`src/rtl/z80_io_pkg.sv`:
```
// Shared types and defaults for the Z80 I/O cycle sequencer on the T35 board.
package z80_io_pkg;

   typedef enum logic [2:0] {
      IDLE    = 3'd0,
      LATCH   = 3'd1,
      LOCAL   = 3'd2,
      BUS     = 3'd3,
      RELEASE = 3'd4
   } io_state_t;

   typedef enum logic {
      DIR_RD = 1'b0,
      DIR_WR = 1'b1
   } io_dir_t;

   localparam int DEF_LOCAL_WAITS   = 1;
   localparam int DEF_BUS_MIN_WAITS = 2;
   localparam int DEF_BUS_TIMEOUT   = 255;

endpackage

```
`src/rtl/io_cycle_detect.sv`:
```
// Registers the Z80 control pins and flags the start of an IORQ read/write cycle.
module io_cycle_detect
   import z80_io_pkg::*;
(
   input  logic    clock,
   input  logic    reset,
   input  logic    iorq_n,
   input  logic    rd_n,
   input  logic    wr_n,
   input  logic    m1_n,
   output logic    start,
   output io_dir_t dir
);

   logic iorq_n_p0, iorq_n_p1;
   logic rd_n_p0, wr_n_p0, m1_n_p0;

   // Stage p0: input register; p1: previous IORQ for edge detection.
   // IORQ history resets low so a pin still held low after reset is not an edge.
   always_ff @(posedge clock) begin
      if (reset) begin
         iorq_n_p0 <= 1'b0;
         iorq_n_p1 <= 1'b0;
         rd_n_p0   <= 1'b1;
         wr_n_p0   <= 1'b1;
         m1_n_p0   <= 1'b1;
      end else begin
         iorq_n_p0 <= iorq_n;
         iorq_n_p1 <= iorq_n_p0;
         rd_n_p0   <= rd_n;
         wr_n_p0   <= wr_n;
         m1_n_p0   <= m1_n;
      end
   end

   assign start = iorq_n_p1 & ~iorq_n_p0 & m1_n_p0 & (rd_n_p0 ^ wr_n_p0);
   assign dir   = wr_n_p0 ? DIR_RD : DIR_WR;

endmodule

```
`src/rtl/z80_io_sequencer.sv`:
```
// Z80 I/O cycle sequencer: holds WAIT while a T35-internal or S100 port serves the access.
module z80_io_sequencer
   import z80_io_pkg::*;
#(
   parameter int LOCAL_WAITS   = DEF_LOCAL_WAITS,
   parameter int BUS_MIN_WAITS = DEF_BUS_MIN_WAITS,
   parameter int BUS_TIMEOUT   = DEF_BUS_TIMEOUT
) (
   input  logic       clock,
   input  logic       reset,
   input  logic       iorq_n,
   input  logic       rd_n,
   input  logic       wr_n,
   input  logic       m1_n,
   input  logic [7:0] address,
   input  logic [7:0] cpu_dout,
   input  logic       local_sel,
   input  logic       s100_rdy,
   output logic       wait_n,
   output logic [7:0] port_addr,
   output logic [7:0] wr_data,
   output logic       io_rd_strb,
   output logic       io_wr_strb,
   output logic       s100_cycle,
   output logic       busy,
   output logic       timeout_err
);

   localparam logic [3:0] LOCAL_WAITS_C   = 4'(LOCAL_WAITS);
   localparam logic [3:0] BUS_MIN_WAITS_C = 4'(BUS_MIN_WAITS);
   localparam logic [7:0] BUS_TIMEOUT_C   = 8'(BUS_TIMEOUT);

   function automatic logic [3:0] sat_inc4(input logic [3:0] v);
      return (v == 4'hF) ? v : v + 4'd1;
   endfunction

   function automatic logic [7:0] sat_inc8(input logic [7:0] v);
      return (v == 8'hFF) ? v : v + 8'd1;
   endfunction

   io_state_t  state, state_nxt;
   io_dir_t    dir, dir_q;
   logic       start, local_q;
   logic [3:0] wait_cnt;
   logic [7:0] to_cnt;
   logic       first_clk, rdy_ok, to_hit;

   io_cycle_detect u_detect (
      .clock  (clock),
      .reset  (reset),
      .iorq_n (iorq_n),
      .rd_n   (rd_n),
      .wr_n   (wr_n),
      .m1_n   (m1_n),
      .start  (start),
      .dir    (dir)
   );

   // wait_cnt counts clocks spent in LOCAL/BUS; to_cnt holds clocks elapsed in BUS.
   assign first_clk = (wait_cnt == 4'd0);
   assign rdy_ok    = s100_rdy && (wait_cnt >= BUS_MIN_WAITS_C);
   assign to_hit    = (to_cnt >= BUS_TIMEOUT_C);

   always_ff @(posedge clock) begin
      if (reset) state <= IDLE;
      else       state <= state_nxt;
   end

   always_comb begin
      state_nxt = state;
      case (state)
         IDLE:    if (start) state_nxt = LATCH;
         LATCH:   state_nxt = local_q ? LOCAL : BUS;
         LOCAL:   if (wait_cnt >= LOCAL_WAITS_C) state_nxt = RELEASE;
         BUS:     if (rdy_ok || to_hit) state_nxt = RELEASE;
         RELEASE: if (iorq_n) state_nxt = IDLE;
         default: state_nxt = IDLE;
      endcase
   end

   always_ff @(posedge clock) begin
      if (reset) begin
         port_addr   <= 8'd0;
         wr_data     <= 8'd0;
         dir_q       <= DIR_RD;
         local_q     <= 1'b0;
         wait_cnt    <= 4'd0;
         to_cnt      <= 8'd0;
         timeout_err <= 1'b0;
      end else begin
         if (state == IDLE && start) begin
            port_addr <= address;
            dir_q     <= dir;
            local_q   <= local_sel;
            if (dir == DIR_WR) wr_data <= cpu_dout;
         end
         if (state == LOCAL || state == BUS) wait_cnt <= sat_inc4(wait_cnt);
         else                                wait_cnt <= 4'd0;
         if (state == LATCH)    to_cnt <= 8'd1;
         else if (state == BUS) to_cnt <= sat_inc8(to_cnt);
         else                   to_cnt <= 8'd0;
         // RDY arriving on the timeout clock wins over the timeout.
         if (state == BUS && to_hit && !rdy_ok) timeout_err <= 1'b1;
      end
   end

   always_comb begin
      wait_n     = 1'b1;
      io_rd_strb = 1'b0;
      io_wr_strb = 1'b0;
      s100_cycle = 1'b0;
      busy       = 1'b1;
      case (state)
         IDLE:  busy = 1'b0;
         LATCH: wait_n = 1'b0;
         LOCAL: begin
            wait_n     = 1'b0;
            io_rd_strb = first_clk && (dir_q == DIR_RD);
            io_wr_strb = first_clk && (dir_q == DIR_WR);
         end
         BUS: begin
            wait_n     = 1'b0;
            s100_cycle = 1'b1;
            io_rd_strb = first_clk && (dir_q == DIR_RD);
            io_wr_strb = first_clk && (dir_q == DIR_WR);
         end
         RELEASE: ;
         default: busy = 1'b0;
      endcase
   end

endmodule

```
`config.mk`:
```
export PLATFORM = sky130hd
export DESIGN_NAME = z80_io_sequencer
export DESIGN_NICKNAME = d
export VERILOG_FILES = /design/src/rtl/z80_io_pkg.sv /design/src/rtl/io_cycle_detect.sv /design/src/rtl/z80_io_sequencer.sv
export SDC_FILE = /design/constraint.sdc
export NUM_CORES = 1
export LEC_CHECK = 0
export ABC_AREA = 1
export ABC_CLOCK_PERIOD_IN_PS = 1800
export CAP_MARGIN = 20
export CORE_UTILIZATION = 35
export CTS_BUF_LIST = sky130_fd_sc_hd__clkbuf_4
export CTS_CLUSTER_DIAMETER = 40
export DETAILED_ROUTE_END_ITERATION = 7
export GPL_ROUTABILITY_DRIVEN = 1
export PLACE_DENSITY_LB_ADDON = 0.08
export SYNTH_ARGS = -nofsm -noshare
export SYNTH_HDL_FRONTEND = slang
export SYNTH_HIERARCHICAL = 1
export SYNTH_SLANG_ARGS = --single-unit
export TNS_END_PERCENT = 10
```
`constraint.sdc`:
```
create_clock -name clock -period 1.8 [get_ports clock]
set_input_delay 0.45 -clock clock [delete_from_list [all_inputs] [get_ports clock]]
set_output_delay 0.45 -clock clock [all_outputs]
set_load 0.05 [all_outputs]
```
**Word-level counts from Yosys, hierarchy flattened**

Index checks and enable logic that the tools add are counted.

- Eq/ne operators: 11
- Reduce and logical (&&, ||, !) cells: 18
- $add $sub $neg: 2
- Muxes and demuxes: 15
- Bitwise operators: 9
- Magnitude comparators: 3

Operator list:

| cell | number |
|---|---|
| case mux 3 bit (5 select lines) | 1 |
| 2-to-1 mux 3 bit | 4 |
| 2-to-1 mux 1 bit | 10 |
| adder 8 x 1 -> 8 bit, second input constant | 1 |
| equality test 8 bit, second input constant | 1 |
| >= comparator 8 bit, second input constant | 1 |
| != test 2 bit, second input constant | 4 |
| equality test 3 x 2 -> 1 bit, second input constant | 2 |
| logical AND 1 bit | 6 |
| OR reduction 3 bit | 2 |
| inverter 1 bit | 5 |
| adder 4 x 1 -> 4 bit, second input constant | 1 |
| equality test 4 bit, second input constant | 1 |
| >= comparator 4 x 1 -> 1 bit, second input constant | 1 |
| >= comparator 4 x 2 -> 1 bit, second input constant | 1 |
| zero test 4 bit | 1 |
| AND reduction 4 bit | 1 |
| OR reduction 2 bit | 2 |
| OR reduction 4 bit | 1 |
| bitwise AND 1 bit | 3 |
| equality test 3 x 1 -> 1 bit, second input constant | 1 |
| equality test 3 bit, second input constant | 1 |
| zero test 3 bit | 1 |
| != test 3 bit, second input constant | 1 |
| 4 further kinds | 5 |

- Register bits after elaboration: 39

**Depth between registers and ports, before layout**

Gate-level depths: netlist (run 1).

- Depth after elaboration: 6
- Gate-level depth with buffers: 11

**By module**

The synthesis (run 1) kept the hierarchy.

Modules (own cells, without submodules):

| module | cells each | instances | area each (um^2) |
|---|---|---|---|
| z80_io_sequencer | 212 | 1 | 1,602.8 |
| io_cycle_detect | 19 | 1 | 163.9 |

**Least setup slack after synthesis (run 1)**

Ideal clock, no wire load.

- Kind: register to output
- From: register wait_cnt[0]
- To: output io_rd_strb
- Data arrival time: 1.860 ns
- Required time: 1.350 ns
- Stages on the path, launching flop included: 6
- Path buffers: 0
- Setup slack: -0.510 ns
- Cell sequence: dfxtp_1 -> inv_1 -> ha_1 -> nor3b_1 -> inv_1 -> nor3_1

- Cells in the longest elaborated chain, start to end: 3

RTL lines:

| what | line | RTL |
|---|---|---|
| from (decl) | z80_io_sequencer.sv:44 | `logic [3:0] wait_cnt;` |
| from (signal assigned) | z80_io_sequencer.sv:97 | `if (state == LOCAL \|\| state == BUS) wait_cnt <= sat_inc4(wait_cnt);` |
| zero test 4 bit | z80_io_sequencer.sv:60 | `assign first_clk = (wait_cnt == 4'd0);` |
| logical AND 1 bit | z80_io_sequencer.sv:118, z80_io_sequencer.sv:124 |  |
| 2-to-1 mux 1 bit | - |  |
| to (decl) | z80_io_sequencer.sv:22 | `output logic io_rd_strb,` |

Every way passes these cells.

**Worst setup path in the final report (run 1)**

- From: register wait_cnt[1]
- To: output io_rd_strb

Same word-level chain as after synthesis.

==> results.toml, run 1 <==
[logic_synthesis]
synth_fp_nets = 260
synth_top_cell_area_share_pct = 44.2
netlist_instances = 231
synth_area_leaders = "dfxtp_1, nand2_1, nor2_1, a21oi_1, nand3_1"
synth-seq-cells = 39
yosysWarnings = 6
yosysUniqueCellTypes = 30
yosysTopAreaCell = "dfxtp_1"
netlist_area_mm2 = 0.00177
avgSynthCellArea_um2 = 7.65
yosysSeqAreaShare_pct = 44.2

[outcome]
violations = "setup timing"
status = "finished with violations"

[die]
core-area_mm2 = 0.00479
fp.dieH_um = 73.0
initial_core_util_pct = 36.9
die_area_mm2 = 0.00534
dieWidth_um = 73.0
io_pins = 46
num_rows = 25

[sta]
fin_crit_sh_pct = 106
skew_ns = 0.0176
min_period_ns = 1.90
drv_slew = 0
final.setup.worst_slack_ns = -0.100
hold_viol = 0
whs_ns = 0.425
grt_setup_unrepaired = "yes"
finalSetupViolations = 3
worstMarginPinSlew_ns = 0.253
fmax_mhz = 526
slew_headroom_pct = 83.1

[pwr]
leakage_uw = 0.00103
ir_worst_vdd_mv = 0.449
power_density_mw_per_mm2 = 1110

[placement]
port_buffers = 45
dp.cells = 343
dpl_cell_area_mm2 = 0.00231
globalplace.congestion = 0.779
pre_cts_ws_ns = 0.150
hpwlAfterDp_mm = 2.71

[routing]
totalWireLength_mm = 3.81
wire_per_inst_um = 10.8
routed_via_density = 4.51
drc_errors = 0
ant_nets = 0
vias = 1598
drtIter0Drc = 31
dr.pass1.iters = 4

[worst_setup_path]
crit_type = "flop to output port"
critPathRequiredTime_ns = 1.35
cp-end-kind = "output port"
critPathArrivalTime_ns = 1.45
crit_fanout = 2
start_kind = "flop"

[final_layout]
antennaDiodeCount = 0
instances_no_fill = 354
final_area_mm2 = 0.00247
drive_gt1_share_pct = 25.4
final_net_count = 315
areaGrowthSynthToFinish_pct = 39.6
final_cell_mix = "nand2_1, dfxtp_1, nor2_1"

[global_route]
grt_pass1_vias = 1464
antenna_found_initial = 0
grtUsageTotal_pct = 15.9
grt_overflow_total = 0
grt_pass1_wl_mm = 6.41
grt_max_degree = 19

[clock_tree]
clock-sinks = 39
clockBufferDepth = 2
clockRootBuffer = "clkbuf_4"
cts_buffers = 5
clk_pin_slew_ns = 0.13
h-tree-depth = 2
cts_tree = "done"
worstSkewPairLatency_ns = 0.35

[flow_run]
maxCapViolCount = 0

[worst_hold_path]
hp-class = "flop to flop"
==> path summary, 6_finish.rpt <==
check | depth (start not counted) | from | to | slack [ns]
worst min register to register | 2 | u_detect/iorq_n_p0 | u_detect/iorq_n_p1 | 0.42
worst min-delay path | 2 | u_detect/iorq_n_p0 | u_detect/iorq_n_p1 | 0.42
worst max register to register | 9 | u_detect/wr_n_p0 | local_q | 0.30
worst max-delay path | 6 | wait_cnt[1] | io_rd_strb | -0.10
==> flip-flops by register name (all words and copies together) (netlist names) <==
name / count
timeout_err: 1
u_detect/m1_n_p0: 1
state: 3
u_detect/rd_n_p0: 1
wait_cnt: 4
to_cnt: 8
local_q: 1
port_addr: 8
u_detect/iorq_n_p1: 1
u_detect/wr_n_p0: 1
dir_q: 1
u_detect/iorq_n_p0: 1
wr_data: 8
==> layer usage <==
metal	up-vias	share of wire, %	global-route usage [%]
li1	845	-	-
met1	710	45	19.9
met2	37	47	24.4
met3	6	5.9	5.94
met4	0	1.7	6.54
met5	-	0	0
==> per-stage QoR <==
| step | utilization (%) | power [uW] | setup TNS [ns] |
|---|---|---|---|
| after floorplan | - | 1670 | -0.155 |
| after global placement | 48.3 | 2090 | 0 |
| after detailed placement | 48.3 | 2090 | 0 |
| after CTS | 51.2 | 2740 | -0.435 |
| after global routing | 51.5 | 2890 | -0.532 |
| final | 51.5 | 2740 | -0.175 |
==> final cells by class <==
type	count	area [um2]
clock buffers	5	37.5
clock inverters	3	38.8
fillers	475	2320
inverters	28	108
multi-input cells	159	890
flip-flops and latches	39	791
well taps	67	83.8
repair buffers	53	518
==> critical path, cell delays in order, from the launching register on <==
cell and delay (ns):
dfxtp_2 0.34, inv_2 0.07, ha_4 0.13, nor3b_2 0.17, inv_2 0.08, nor3_4 0.15
buf_12 0.16
==> timing repair <==
action | 4_1_cts | 5_1_grt
hold buffers | 0 | 0
endpoints found under the hold margin | 0 | 0
setup buffers | 3 | 0
endpoints found under the setup margin | 5 | 5
pin swaps | 3 | 1
resized for setup | 14 | 5
==> where the power goes <==
part	internal, uW	switching, uW	total [uW]	leakage, uW
Clock	286	295	581	0.0000426
Combinational	497	663	1160	0.000664
Sequential	929	71.7	1000	0.000319
==> synth_stat cells, drive strengths merged <==
library cell  count
clkbuf            2
nor3b             1
or2               4
dfxtp            39
nand3b            2
nor2             43
nor3              3
nand3            19
a21boi            1
xor2              3
nand2            42
buf               3
nand4             3
a31oi             1
ha                5
inv              28
a21oi            21
o21ai            10
xnor2             1
==> cell families (layout without fill, tap and decap cells) <==
logic type | count (synthesis) | in the layout | share of synthesized area, %
adder cells (fa/ha/maj) | 5 | 5 | 3.54
AO/OA/AOI/OAI | 33 | 33 | 9.56
XOR/XNOR | 4 | 4 | 1.98
flip-flops | 39 | 39 | 44.2
buffers and inverters | 33 | 89 | 8.64
AND/OR/NAND/NOR | 117 | 117 | 32.1
No activity file was read; power rests on OpenSTA's default activity.
==> run 2, diff against run 1 <==
CORE_UTILIZATION = 40   (was 35)
==> results.toml, run 2 (same netlist as run 1, synthesis figures left out) <==
[outcome]
status = "finished with violations"
violations = "setup timing"

[worst_setup_path]
slowest_delay_ns = 0.34
reg2reg_depth = 9
critPathRequiredTime_ns = 1.35
timing.critical_path.buf_inv = 3
critPathArrivalTime_ns = 1.46
path_cells = "inv_2 > ha_4 > nor3b_4 > inv_2 > nor3_4 > buf_12"
cp_slowest_cell = "dfxtp_2"
regToRegSetupSlack_ns = 0.28
cp-end-kind = "output port"
r2r_end = "local_q"
cpLargestDelayFamily = "flip-flops"
crit_type = "flop to output port"
start_kind = "flop"
cp_common_cell = "inv_2"
startpoint = "wait_cnt[1]"
crit_fanout = 2
r2r-start = "u_detect/wr_n_p0"

[final_layout]
areaGrowthSynthToFinish_pct = 36.7
final_area_mm2 = 0.00241
fin_util_pct = 58.7
drive_gt1_share_pct = 24.6
final_net_count = 313
antennaDiodeCount = 0
top_regs = "port_addr x8, to_cnt x8, wr_data x8"
final_cell_mix = "nand2_1, dfxtp_1, nor2_1"

[sta]
final.setup.worst_slack_ns = -0.114
fmax_mhz = 522
skew_ns = 0.0119
fin_setup_tns_ns = -0.197
fin_crit_sh_pct = 106
finalSetupViolations = 2
drv_slew = 0
slew_headroom_pct = 82.1
worstMarginPinSlew_ns = 0.268
hold_viol = 0
grt_setup_unrepaired = "yes"
min_period_ns = 1.91

[clock_tree]
clockRootBuffer = "clkbuf_4"
cts_tree = "done"
clk_pin_slew_ns = 0.12
clock-sinks = 39
h-tree-depth = 2
clockBufferDepth = 2
worstSkewPairLatency_ns = 0.35
cts_buffers = 5

[global_route]
grt_max_degree = 19
grtUsageTotal_pct = 18.7
grt_pass1_wl_mm = 6.43
antenna_found_initial = 0
grt_overflow_total = 0
grt_pass1_vias = 1510

[routing]
wire_per_inst_um = 11.2
totalWireLength_mm = 3.76
drtIter0Drc = 60
ant_nets = 0
dr.pass1.iters = 4
routed_via_density = 4.69
drc_errors = 0
vias = 1572

[pwr]
ir_worst_vdd_mv = 0.540
p_total_uw = 2570
power_density_mw_per_mm2 = 1060
leakage_uw = 0.00101

[worst_hold_path]
min_path_cells = 2
hp-class = "flop to flop"
worstHoldEndpoint = "u_detect/iorq_n_p1"
hp-start = "u_detect/iorq_n_p0"

[placement]
pre_cts_ws_ns = 0.0697
dpl_cell_area_mm2 = 0.00227
port_buffers = 45
globalplace.congestion = 0.815
hpwlAfterDp_mm = 2.76

[die]
initial_core_util_pct = 42.9
io_pins = 46
num_rows = 23
die_area_mm2 = 0.00469
fp.dieH_um = 68.5
dieWidth_um = 68.5
core-area_mm2 = 0.00412

[flow_run]
maxCapViolCount = 0
-- run 2: cell count changes in the layout (fill, tap and decap cells not counted), sizes merged --
cell,previous run,this run
buf,30,28
clkbuf,5,6
bufinv,1,0
-- run 2: layout make-up --
cell class / count / area [um2]
fillers: 399 / 1700
multi-input cells: 159 / 896
flip-flops and latches: 39 / 791
repair buffers: 51 / 503
inverters: 28 / 110
well taps: 50 / 62.6
clock buffers: 6 / 45.0
clock inverters: 2 / 7.51
-- run 2: worst min-delay path: cells and delay by family, from the launching register on --
family	cells	cell delay, ns
buffers and inverters	1	0.06
DFF	1	0.32
and+or+nand+nor	1	0.04
-- run 2: what timing repair did --
item,in CTS,in global routing
pin swaps,3,1
setup endpoints to repair,4,3
hold buffers,0,0
setup buffers,3,0
hold endpoints to repair,0,0
resized for setup,19,2
gates cloned,0,0
-- run 2: layer usage --
layer / up-vias / wire length, um / global-route usage [%]
li1: 840 / - / -
met1: 695 / 1790 / 20.9
met2: 31 / 1730 / 32.8
met3: 6 / 174 / 5.83
met4: 0 / 61 / 7.03
met5: - / 0 / 0
-- run 2: worst max-delay path by stage --
stage / endpoint / slack (ns) / cells after the start
2_1_floorplan: io_rd_strb / -0.1 / 5
3_3_place_gp: io_rd_strb / 0.12 / 6
3_5_place_dp: io_rd_strb / 0.07 / 6
4_1_cts: io_rd_strb / -0.17 / 6
5_1_grt: io_rd_strb / -0.20 / 6
6_report: io_rd_strb / -0.11 / 6
-- run 2: power breakdown --
part | total (uW) | internal [uW] | leakage (uW) | switching [uW]
sequential | 994 | 925 | 0.000319 | 69.7
combinational | 1140 | 484 | 0.000660 | 654
clock | 437 | 160 | 0.0000307 | 277
total | 2570 | 1570 | 0.00101 | 1000
-- run 2: per-stage QoR --
| step | std cells | hold slack (ns) |
|---|---|---|
| floorplan | 231 | 0.409 |
| global placement | 324 | 0.430 |
| detailed placement | 324 | 0.423 |
| CTS | 335 | 0.448 |
| global route | 335 | 0.478 |
| finish | 335 | 0.445 |
==> run 3, diff against run 2 <==
--- a/config.mk
+++ b/config.mk
@@ -14,5 +14,5 @@
 export DETAILED_ROUTE_END_ITERATION = 7
 export GPL_ROUTABILITY_DRIVEN = 1
-export PLACE_DENSITY_LB_ADDON = 0.08
+export PLACE_DENSITY = 0.77
 export SYNTH_ARGS = -nofsm -noshare
 export SYNTH_HDL_FRONTEND = slang
==> constraint.sdc (replaced) <==
create_clock -name clock -period 1.8 [get_ports clock]
set_input_delay 0.45 -clock clock [delete_from_list [all_inputs] [get_ports clock]]
set_output_delay 0.45 -clock clock [all_outputs]
set_load 0.1 [all_outputs]
==> results.toml, run 3 (same netlist as run 1, synthesis figures left out) <==
[clock_tree]
clk_pin_slew_ns = 0.11
cts_buffers = 5
cts_tree = "done"
worstSkewPairLatency_ns = 0.34
ctsHoldBuffers = 0
h-tree-depth = 2
clock-sinks = 39
clockBufferDepth = 2
clockRootBuffer = "clkbuf_4"

[die]
io_pins = 46
die_area_mm2 = 0.00469
core-area_mm2 = 0.00412
initial_core_util_pct = 42.9
fp.dieH_um = 68.5
dieWidth_um = 68.5
num_rows = 23

[global_route]
grt_pass1_vias = 1522
grtUsageMet2_pct = 31.1
grtUsageTotal_pct = 18.7
grt_pass1_wl_mm = 6.35
grt_overflow_total = 0
grt_max_degree = 18
grtUsageMet1_pct = 19.5
busiest_layer = "met2"
antenna_found_initial = 0
met3_usage_pct = 9.33

[sta]
fmax_mhz = 514
fin_setup_tns_ns = -0.216
skew_ns = 0.00955
finalSetupViolations = 2
whs_ns = 0.434
slew_headroom_pct = 85.0
worstMarginPinSlew_ns = 0.224
final.setup.worst_slack_ns = -0.146
min_period_ns = 1.95
drv_slew = 0
grt_setup_unrepaired = "yes"
fin_crit_sh_pct = 108
hold_viol = 0

[final_layout]
multiInputGateArea_um2 = 900
n_fill_cell = 331
ff_latch_area_um2 = 791
final_net_count = 313
fin_util_pct = 63.8
areaGrowthSynthToFinish_pct = 48.5
final_cell_mix = "nand2_1, dfxtp_1, nor2_1"
drive_gt1_share_pct = 24.7
antennaDiodeCount = 0
top_regs = "port_addr x8, to_cnt x8, wr_data x8"

[worst_setup_path]
crit_type = "flop to output port"
critPathArrivalTime_ns = 1.50
path_cells = "inv_2 > ha_4 > nor3b_2 > inv_2 > nor3_4 > buf_12"
slowest_delay_ns = 0.34
start_kind = "flop"
critPathRequiredTime_ns = 1.35
crit_fanout = 3
cp_common_cell = "inv_2"
cp_slowest_cell = "dfxtp_2"
cp-end-kind = "output port"

[routing]
ant_nets = 0
drc_errors = 0
dr.pass1.iters = 4
totalWireLength_mm = 3.82
vias = 1615
wire_per_inst_um = 11.5
routed_via_density = 4.85
drtIter0Drc = 47

[worst_hold_path]
hp-class = "flop to flop"

[pwr]
leakage_uw = 0.00105
ir_worst_vdd_mv = 0.936
power_density_mw_per_mm2 = 1080
p_total_uw = 2830

[outcome]
status = "finished with violations"
violations = "setup timing"

[flow_run]
maxCapViolCount = 0

[placement]
hpwlAfterDp_mm = 2.98
port_buffers = 45
globalplace.congestion = 0.742
[run 3: changes by cell type in the layout (fill, tap and decap cells not counted), sizes merged]
cell    before  now
clkinv       2    0
[run 3: repair_timing]
item | 4_1_cts | 5_1_grt
setup buffers | 1 | 0
gates resized for setup | 16 | 2
pin swaps | 3 | 1
endpoints found under the setup margin | 5 | 4
[run 3: worst paths after layout]
path	from	endpoint	slack (ns)	cells after the start
min reg2reg	u_detect/iorq_n_p0	u_detect/iorq_n_p1	0.43	2
min	u_detect/iorq_n_p0	u_detect/iorq_n_p1	0.43	2
max reg2reg	to_cnt[0]	state[1]	0.35	8
max	wait_cnt[0]	io_rd_strb	-0.15	6
[run 3: final cells by class]
| class | instances | area share (%) |
|---|---|---|
| inverters | 28 | 4.20 |
| clock buffers | 6 | 1.72 |
| repair buffers | 51 | 27.3 |
| multi-input cells | 159 | 34.3 |
| flip-flops and latches | 39 | 30.1 |
| well taps | 50 | 2.38 |
[run 3: power breakdown]
| part | switching, uW | total (uW) | leakage (uW) | internal (uW) |
|---|---|---|---|---|
| registers | 74.0 | 1000 | 0.000319 | 929 |
| clock network | 263 | 418 | 0.0000276 | 154 |
| logic | 901 | 1410 | 0.000705 | 508 |
| total | 1240 | 2830 | 0.00105 | 1590 |
[run 3: through the flow]
stage	setup WS, ns	cells	instance area (um2)
CTS	-0.238	333	2620
global route	-0.229	333	2620
finish	-0.146	333	2620
floorplan	-0.262	231	1800
global placement	0.146	326	2520
detailed placement	0.123	326	2520
[run 3: routing by layer]
metal,wire length (um),up-vias,share of wire (%)
li1,-,843,-
met1,1520,719,40
met2,1820,48,48
met3,424,5,11
met4,57,0,1.5
met5,0,-,0
[run 3: worst max-delay path: cells and delay by family (launching register included)]
| kind | cells | cell delay (ns) |
|---|---|---|
| buffers and inverters | 3 | 0.36 |
| DFF | 1 | 0.34 |
| and+or+nand+nor | 2 | 0.33 |
| adders and majority gates | 1 | 0.13 |
